[src/rtl/multicycle_main_control.sv]
`default_nettype none
// ============================================================================
// Module   : multicycle_main_control
// Purpose  : Main control FSM of the multi-cycle CPU datapath. It moves each
//            instruction through fetch, decode, execute, memory and
//            writeback. It drives the datapath strobes and the two ALUOp bits
//            consumed by the downstream ALU control decoder. Memory phases
//            stall on mem_ready. Supported instructions are R-type, lw, sw
//            and beq; any other opcode raises a one-cycle illegal_instr pulse
//            in DECODE.
// Ports    : clk, rst          - clock, synchronous active-high reset
//            opcode[6:0]       - instruction register opcode (valid from DECODE)
//            alu_zero          - ALU zero flag (PC gating is done in datapath)
//            mem_ready         - memory access completes this cycle
//            PCWrite .. ALUOp1 - datapath control strobes
//            illegal_instr     - unsupported opcode pulse
//            state_dbg[3:0]    - current state encoding
// Revision : 1.0 - initial release
// ============================================================================
module multicycle_main_control #(
    parameter logic [6:0] OP_RTYPE = 7'b0110011,
    parameter logic [6:0] OP_LW    = 7'b0000011,
    parameter logic [6:0] OP_SW    = 7'b0100011,
    parameter logic [6:0] OP_BEQ   = 7'b1100011
) (
    input  logic       clk,
    input  logic       rst,
    input  logic [6:0] opcode,
    input  logic       alu_zero,
    input  logic       mem_ready,
    output logic       PCWrite,
    output logic       PCWriteCond,
    output logic       IorD,
    output logic       MemRead,
    output logic       MemWrite,
    output logic       IRWrite,
    output logic       MemtoReg,
    output logic       RegWrite,
    output logic       ALUSrcA,
    output logic [1:0] ALUSrcB,
    output logic       PCSource,
    output logic       ALUOp0,
    output logic       ALUOp1,
    output logic       illegal_instr,
    output logic [3:0] state_dbg
);

    typedef enum logic [3:0] {
        S_FETCH  = 4'd0,
        S_DECODE = 4'd1,
        S_MEMADR = 4'd2,
        S_MEMRD  = 4'd3,
        S_MEMWB  = 4'd4,
        S_MEMWR  = 4'd5,
        S_EXEC   = 4'd6,
        S_RWB    = 4'd7,
        S_BRANCH = 4'd8
    } state_t;

    localparam logic [1:0] c_SRCB_REG    = 2'b00;
    localparam logic [1:0] c_SRCB_FOUR   = 2'b01;
    localparam logic [1:0] c_SRCB_IMM    = 2'b10;
    localparam logic [1:0] c_SRCB_BROFF  = 2'b11;

    localparam logic [1:0] c_ALUOP_ADD   = 2'b00;
    localparam logic [1:0] c_ALUOP_SUB   = 2'b01;
    localparam logic [1:0] c_ALUOP_FUNCT = 2'b10;

    state_t state_q;
    state_t state_d;

    // Decoded (pre-reset-gating) control values
    logic       w_pc_write;
    logic       w_pc_write_cond;
    logic       w_iord;
    logic       w_mem_read;
    logic       w_mem_write;
    logic       w_ir_write;
    logic       w_mem_to_reg;
    logic       w_reg_write;
    logic       w_alu_src_a;
    logic [1:0] w_alu_src_b;
    logic       w_pc_source;
    logic [1:0] w_alu_op;
    logic       w_illegal;

    // The branch decision (PCWriteCond & alu_zero) is resolved in the
    // datapath, so the zero flag does not steer this FSM.
    logic w_unused_alu_zero;
    assign w_unused_alu_zero = alu_zero;

    // ------------------------------------------------------------------
    // State register
    // ------------------------------------------------------------------
    always_ff @(posedge clk) begin
        if (rst) begin
            state_q <= S_FETCH;
        end else begin
            state_q <= state_d;
        end
    end

    // ------------------------------------------------------------------
    // Next-state and output decode
    // ------------------------------------------------------------------
    always_comb begin
        state_d         = S_FETCH;
        w_pc_write      = 1'b0;
        w_pc_write_cond = 1'b0;
        w_iord          = 1'b0;
        w_mem_read      = 1'b0;
        w_mem_write     = 1'b0;
        w_ir_write      = 1'b0;
        w_mem_to_reg    = 1'b0;
        w_reg_write     = 1'b0;
        w_alu_src_a     = 1'b0;
        w_alu_src_b     = c_SRCB_REG;
        w_pc_source     = 1'b0;
        w_alu_op        = c_ALUOP_ADD;
        w_illegal       = 1'b0;

        case (state_q)
            S_FETCH: begin
                // PC+4 computed while the instruction is read; IR and PC
                // only commit on the cycle the memory actually returns.
                w_mem_read  = 1'b1;
                w_alu_src_b = c_SRCB_FOUR;
                w_ir_write  = mem_ready;
                w_pc_write  = mem_ready;
                state_d     = mem_ready ? S_DECODE : S_FETCH;
            end

            S_DECODE: begin
                // Speculatively compute the branch target into ALUOut
                w_alu_src_b = c_SRCB_BROFF;
                if (opcode == OP_LW || opcode == OP_SW) begin
                    state_d = S_MEMADR;
                end else if (opcode == OP_RTYPE) begin
                    state_d = S_EXEC;
                end else if (opcode == OP_BEQ) begin
                    state_d = S_BRANCH;
                end else begin
                    w_illegal = 1'b1;
                    state_d   = S_FETCH;
                end
            end

            S_MEMADR: begin
                w_alu_src_a = 1'b1;
                w_alu_src_b = c_SRCB_IMM;
                if (opcode == OP_LW) begin
                    state_d = S_MEMRD;
                end else if (opcode == OP_SW) begin
                    state_d = S_MEMWR;
                end else begin
                    // Opcode changed under us; abandon the instruction
                    state_d = S_FETCH;
                end
            end

            S_MEMRD: begin
                w_mem_read = 1'b1;
                w_iord     = 1'b1;
                state_d    = mem_ready ? S_MEMWB : S_MEMRD;
            end

            S_MEMWB: begin
                w_reg_write  = 1'b1;
                w_mem_to_reg = 1'b1;
                state_d      = S_FETCH;
            end

            S_MEMWR: begin
                w_mem_write = 1'b1;
                w_iord      = 1'b1;
                state_d     = mem_ready ? S_FETCH : S_MEMWR;
            end

            S_EXEC: begin
                w_alu_src_a = 1'b1;
                w_alu_src_b = c_SRCB_REG;
                w_alu_op    = c_ALUOP_FUNCT;
                state_d     = S_RWB;
            end

            S_RWB: begin
                w_reg_write  = 1'b1;
                w_mem_to_reg = 1'b0;
                state_d      = S_FETCH;
            end

            S_BRANCH: begin
                w_alu_src_a     = 1'b1;
                w_alu_src_b     = c_SRCB_REG;
                w_alu_op        = c_ALUOP_SUB;
                w_pc_write_cond = 1'b1;
                w_pc_source     = 1'b1;
                state_d         = S_FETCH;
            end

            default: begin
                // Encodings 9..15: recover to FETCH with everything idle
                state_d = S_FETCH;
            end
        endcase
    end

    // ------------------------------------------------------------------
    // Outputs: every strobe is forced low while reset is asserted so a
    // reset in the middle of a memory access cannot leak a request.
    // ------------------------------------------------------------------
    always_comb begin
        PCWrite       = ~rst & w_pc_write;
        PCWriteCond   = ~rst & w_pc_write_cond;
        IorD          = ~rst & w_iord;
        MemRead       = ~rst & w_mem_read;
        MemWrite      = ~rst & w_mem_write;
        IRWrite       = ~rst & w_ir_write;
        MemtoReg      = ~rst & w_mem_to_reg;
        RegWrite      = ~rst & w_reg_write;
        ALUSrcA       = ~rst & w_alu_src_a;
        ALUSrcB       = rst ? 2'b00 : w_alu_src_b;
        PCSource      = ~rst & w_pc_source;
        ALUOp0        = ~rst & w_alu_op[0];
        ALUOp1        = ~rst & w_alu_op[1];
        illegal_instr = ~rst & w_illegal;
        state_dbg     = state_q;
    end

endmodule
`default_nettype wire

[config.mk]
export PLATFORM = sky130hd
export DESIGN_NAME = multicycle_main_control
export DESIGN_NICKNAME = d
export VERILOG_FILES = /design/src/rtl/multicycle_main_control.sv
export SDC_FILE = /design/constraint.sdc
export NUM_CORES = 1
export LEC_CHECK = 0
export CORE_MARGIN = 2
export CORE_UTILIZATION = 34
export CTS_CLUSTER_SIZE = 8
export DETAILED_ROUTE_END_ITERATION = 8
export PLACE_DENSITY = 0.82
export SYNTH_ARGS = -nofsm -noshare
export SYNTH_HDL_FRONTEND = slang
export SYNTH_SLANG_ARGS = --single-unit
[constraint.sdc]
create_clock -name clk -period 1.6 [get_ports clk]
set_input_delay 0.16 -clock clk [delete_from_list [all_inputs] [get_ports clk]]
set_output_delay 0.16 -clock clk [all_outputs]
set_load 0.05 [all_outputs]
==> impl_metrics.ini, run 1 <==
[timing]
rsz0062_at_grt = true
fin_crit_ns = 1.694
clock.fmax_mhz = 590.1
setup_ws_ns = -0.09449
finalSetupViolations = 5
finalCritPeriodShare = 1.059
drv_slew = 0
tightest_slew_ns = 0.3877
relSlewSlack = 0.7388
final_hold_viol_count = 0
clock_skew_ns = 0.002492

[finish]
largest_register_ffs = 4
area_growth_pct = 156.1
mostFrequentLayoutCells = buf_12, buf_4, clkdlybuf4s50_1
final_common_cell = buf_12
fin_area_um2 = 1176
n_fill_cell = 46
layout.cells.non_filler = 115
n_antenna_cell = 0
postLayoutCoreUtil = 0.9153
drive_gt1_frac = 0.6400
nets = 113

[logic_synthesis]
netlist_area_um2 = 459.2
synth_edf_count = 0
dominantRegCellSynth = dfxtp_1
synth_seq_cells = 4
synth_area_per_cell_um2 = 7.406
synth-warning-count = 0
syn_inst = 62
ys_types = 27
syn_nets = 73
yosysSeqAreaShare = 0.1744
async_flop_share = 0

[detailed_routing]
postRouteAntennaNets = 0
via_per_inst = 5.678
first_pass_iters = 4
drt-total-wl_um = 1965
dr.max_layer_used = met4
wl_met1_um = 753
drtIter0Drc = 16
wl_per_cell_um = 17.09
wl_met3_um = 166
dr_wl_met2_um = 973
drcViolationCount = 0
vias = 653

[placement]
place_ws_ns = -0.2273
place_congestion = 0.8844
placed_cells = 108
placed_cell_area_um2 = 1039
io_buffers = 28
place_hpwl_um = 1210

[worst_setup_path]
critPathCaptureType = output port
worstReg2RegStart = state_dbg[2]$_SDFF_PP0_
worst_setup_path_start_kind = register
worstSetupEndpoint = illegal_instr
cp.required_ns = 1.44
r2r_cells = 6
worstPathArrival_ns = 1.53
crit_fanout = 5
setup.worst_path.start = state_dbg[3]$_SDFF_PP0_
regToRegEndpoint = state_dbg[2]$_SDFF_PP0_
reg2reg_slack_ns = 0.12
critPathKind = reg -> out

[pwr]
power_leakage_nw = 0.4511
p_per_area_nw_per_um2 = 367.2
max-vdd-ir-drop_mv = 0.2484
total_power_w = 0.0004319

[clock_tree]
holdBufCountCts = 0
clockBufferDepth = 2
clkSinkCount = 4
cts-root-buf = clkbuf_4
htree_levels = 1
cts_inserted_buffers = 3
clk_pin_slew_worst_paths_ns = 0.04
clock_latency_ns = 0.26
cts_tree = built

[hold_path]
holdCritStartpoint = opcode[5]
hold_class = in -> reg

[outcome]
status = finished with violations
violations = setup timing

[floorplanning]
die_x_um = 40.75
std_cell_rows = 13
fp.dieH_um = 40.75
die-area_um2 = 1661
ios = 30
core-area_um2 = 1285
start_util = 0.3574

[global_route]
antenna_found_initial = 0
grt_pass1_wl_um = 2525
grt_pass1_vias = 568
grt-ovfl-total = 0
grt_max_degree = 9
grt.total_usage = 0.2407

[job]
max-cap-violations = 0
-- Yosys cell counts (2+ instances only) --
cell	n	area share
nand2b_1	3	0.041
o21ai_1	2	0.022
nor4b_4	2	0.10
nor4_1	2	0.027
nor2_1	8	0.065
nand4b_1	2	0.038
nor3_1	3	0.033
buf_4	2	0.033
a31oi_1	3	0.041
nand2_1	7	0.057
dfxtp_1	4	0.17
a21oi_1	3	0.033
mux2_2	2	0.049
nand3_1	2	0.022
buf_2	5	0.054
-- cell families (layout without fill, tap and decap cells) --
family / count (synthesis) / after routing / synth area share
xor+xnor: 1 / 1 / 0.01908
compound gates: 10 / 10 / 0.1335
buf+inv: 9 / 47 / 0.1035
mux: 3 / 3 / 0.07084
flops: 4 / 4 / 0.1744
simple gates: 35 / 35 / 0.4987
-- worst max-delay path, cell delays in order (launching register included) --
cell and delay, ns:
dfxtp_4 0.34, or3_4 0.41, buf_6 0.16, a211oi_4 0.20
buf_12 0.17
-- per-stage QoR --
| step | hold WS (ns) | setup TNS [ns] |
|---|---|---|
| global route | 0.6622 | -0.6313 |
| global placement | 0.6860 | -0.9930 |
| finish | 0.6337 | -0.2920 |
| detailed placement | 0.6905 | -1.190 |
| CTS | 0.6033 | -0.4459 |
| floorplan | 0.3122 | -1.754 |
-- how the worst min path moves through the flow --
stage / endpoint / slack [ns] / cells after the start
after floorplan: state_dbg[3]$_SDFF_PP0_ / 0.31 / 2
after global placement: state_dbg[0]$_SDFF_PP0_ / 0.69 / 3
after detailed placement: state_dbg[1]$_SDFF_PP0_ / 0.69 / 3
after CTS: state_dbg[3]$_SDFF_PP0_ / 0.60 / 3
after global routing: state_dbg[3]$_SDFF_PP0_ / 0.66 / 3
final: state_dbg[3]$_SDFF_PP0_ / 0.63 / 3
-- where the power goes --
group	switching (W)	total (W)	leakage [nW]	internal (W)
Combinational	0.0000955	0.000186	0.402	0.0000903
Sequential	0.00000453	0.000102	0.0352	0.0000970
Clock	0.0000594	0.000145	0.0138	0.0000851
-- layer usage --
layer,global-route usage,vias up
li1,-,300
met2,0.3571,45
met4,0.1667,0
met3,0.06522,10
met5,0,-
met1,0.2977,298
-- layout make-up --
cell class              instances  area (um^2)  area share
repair buffers                 43        576.8      0.4904
multi-input cells              49        461.7      0.3926
flip-flops and latches          4        92.59     0.07872
clock buffers                   3        22.52     0.01915
well taps                      15        18.77     0.01596
inverters                       1        3.754    0.003191
-- what timing repair did --
item,in CTS,in global routing
hold endpoints to repair,0,0
setup endpoints to repair,15,11
pin swaps,5,1
resized for setup,12,8
buffers inserted,4,0
Note: power is estimated with default switching activity, not from simulation.
==> inputs of run 2 (changes only) <==
Settings changed: CELL_PAD_IN_SITES_DETAIL_PLACEMENT set to 1, CELL_PAD_IN_SITES_GLOBAL_PLACEMENT set to 1, CORE_ASPECT_RATIO set to 1.25, CORE_UTILIZATION 34 to 23, PLACE_DENSITY 0.82 to 0.83.
==> impl_metrics.ini, run 2 (same netlist as run 1, synthesis figures left out) <==
[outcome]
violations = setup timing
status = finished with violations

[placement]
place_congestion = 0.8212
placed_cells = 117
place_hpwl_um = 1541
io_buffers = 28
placed_cell_area_um2 = 1075

[timing]
drv_slew = 0
clock.fmax_mhz = 593.6
setup_ws_ns = -0.08471
finalSetupViolations = 4
relSlewSlack = 0.7296
final_hold_viol_count = 0
clock_skew_ns = 0.003562
tightest_slew_ns = 0.4013
fin_crit_ns = 1.685
finalCritPeriodShare = 1.053
rsz0062_at_grt = true

[detailed_routing]
postRouteAntennaNets = 0
wl_per_cell_um = 18.55
vias = 652
drtIter0Drc = 8
drt-total-wl_um = 2282
drcViolationCount = 0
via_per_inst = 5.301
first_pass_iters = 4

[hold_path]
hold_class = reg -> reg

[finish]
area_growth_pct = 164.9
largest_register_ffs = 4
drive_gt1_frac = 0.6602
mostFrequentLayoutCells = buf_12, buf_4, clkdlybuf4s50_1
final_common_cell = buf_12
fin_area_um2 = 1216
n_antenna_cell = 0
layout.cells.non_filler = 123
nets = 116

[worst_setup_path]
worst_setup_path_start_kind = register
regToRegEndpoint = state_dbg[0]$_SDFF_PP0_
cp.required_ns = 1.44
worstSetupEndpoint = PCWrite
worstPathArrival_ns = 1.52
crit_fanout = 2
reg2reg_slack_ns = 0.08
worstReg2RegStart = state_dbg[2]$_SDFF_PP0_
critPathCaptureType = output port
setup.worst_path.start = state_dbg[3]$_SDFF_PP0_
critPathKind = reg -> out
crit_slowest_cell = or3_4
r2r_cells = 6
cp_slowest_stage_delay_ns = 0.41
worstPathCellList = or3_4 -> nor4b_4 -> buf_4 -> buf_12

[global_route]
grt_pass1_wl_um = 3608
grt.total_usage = 0.2172
antenna_found_initial = 0
grt_max_degree = 9
grt-ovfl-total = 0
grt_pass1_vias = 704

[clock_tree]
cts_tree = built
htree_levels = 1
holdBufCountCts = 0
cts_inserted_buffers = 3
clkSinkCount = 4
clockBufferDepth = 2
cts-root-buf = clkbuf_4
clk_pin_slew_worst_paths_ns = 0.04
clock_latency_ns = 0.25

[floorplanning]
ios = 30
die-area_um2 = 2372
fp.dieH_um = 53.96
core-area_um2 = 1937
start_util = 0.2371
std_cell_rows = 18
die_x_um = 43.97

[pwr]
power_leakage_nw = 0.4748
max-vdd-ir-drop_mv = 0.2609
p_per_area_nw_per_um2 = 357.4

[job]
max-cap-violations = 0
==> run 2: changes by cell type in the layout (fill, tap and decap cells not counted) <==
| cell | previous run | this run |
|---|---|---|
| buf_4 | 13 | 16 |
| nand2b_1 | 1 | 0 |
| nand2b_4 | 1 | 2 |
| mux2_2 | 2 | 1 |
| mux2_4 | 0 | 1 |
==> run 2: layout make-up <==
class	count	area [um^2]
fillers	206	720.7
repair buffers	46	599.3
multi-input cells	49	473.0
flip-flops and latches	4	92.59
well taps	20	25.02
clock buffers	3	22.52
inverters	1	3.754
==> run 2: critical path: cells and delay by family, from the launching register on <==
family	cells	cell delay [ns]
buffers and inverters	2	0.31
DFF	1	0.34
and+or+nand+nor	2	0.63
==> run 2: metrics by stage <==
stage | setup TNS (ns) | hold slack (ns) | util | setup slack (ns) | total power (W)
final | -0.2562 | 0.5898 | 0.6279 | -0.08471 | 0.0004346
after global placement | -0.9948 | 0.5461 | 0.5549 | -0.2064 | 0.0002723
after global routing | -0.4804 | 0.6149 | 0.6279 | -0.1331 | 0.0004523
after floorplan | -1.754 | 0.3122 | - | -0.4086 | 0.0001834
after CTS | -0.3963 | 0.5891 | 0.6137 | -0.09942 | 0.0004355
after detailed placement | -1.059 | 0.5748 | 0.5549 | -0.2137 | 0.0002765
==> run 2: repair_timing <==
item | in CTS | in global routing
setup buffers | 3 | 0
gates resized for setup | 16 | 7
endpoints found under the setup margin | 14 | 14
pin swaps | 4 | 1
==> run 2: how the worst min path moves through the flow <==
stage                             from                      end  slack (ns)  cells after the start
2_1_floorplan                opcode[6]  state_dbg[3]$_SDFF_PP0_        0.31                      2
6_report       state_dbg[1]$_SDFF_PP0_  state_dbg[1]$_SDFF_PP0_        0.59                      2
3_5_place_dp   state_dbg[1]$_SDFF_PP0_  state_dbg[1]$_SDFF_PP0_        0.57                      2
3_3_place_gp   state_dbg[1]$_SDFF_PP0_  state_dbg[1]$_SDFF_PP0_        0.55                      2
4_1_cts        state_dbg[1]$_SDFF_PP0_  state_dbg[1]$_SDFF_PP0_        0.59                      2
5_1_grt        state_dbg[1]$_SDFF_PP0_  state_dbg[1]$_SDFF_PP0_        0.61                      2
==> run 2: where the power goes <==
group          switching [W]  internal (W)  total [W]  leakage (nW)
clock              0.0000571     0.0000850   0.000142        0.0138
sequential        0.00000486     0.0000970   0.000102        0.0352
combinational      0.0000969     0.0000938   0.000191         0.426
==> run 2: per-layer routing <==
layer  global-route usage  up-vias  share of wire  wire (um)
met5                    0        -              0          0
met4               0.1364        0          0.034         77
met3              0.05369        9          0.056        127
met2               0.3627       25           0.54       1236
met1               0.2455      314           0.37        840
li1                     -      304              -          -
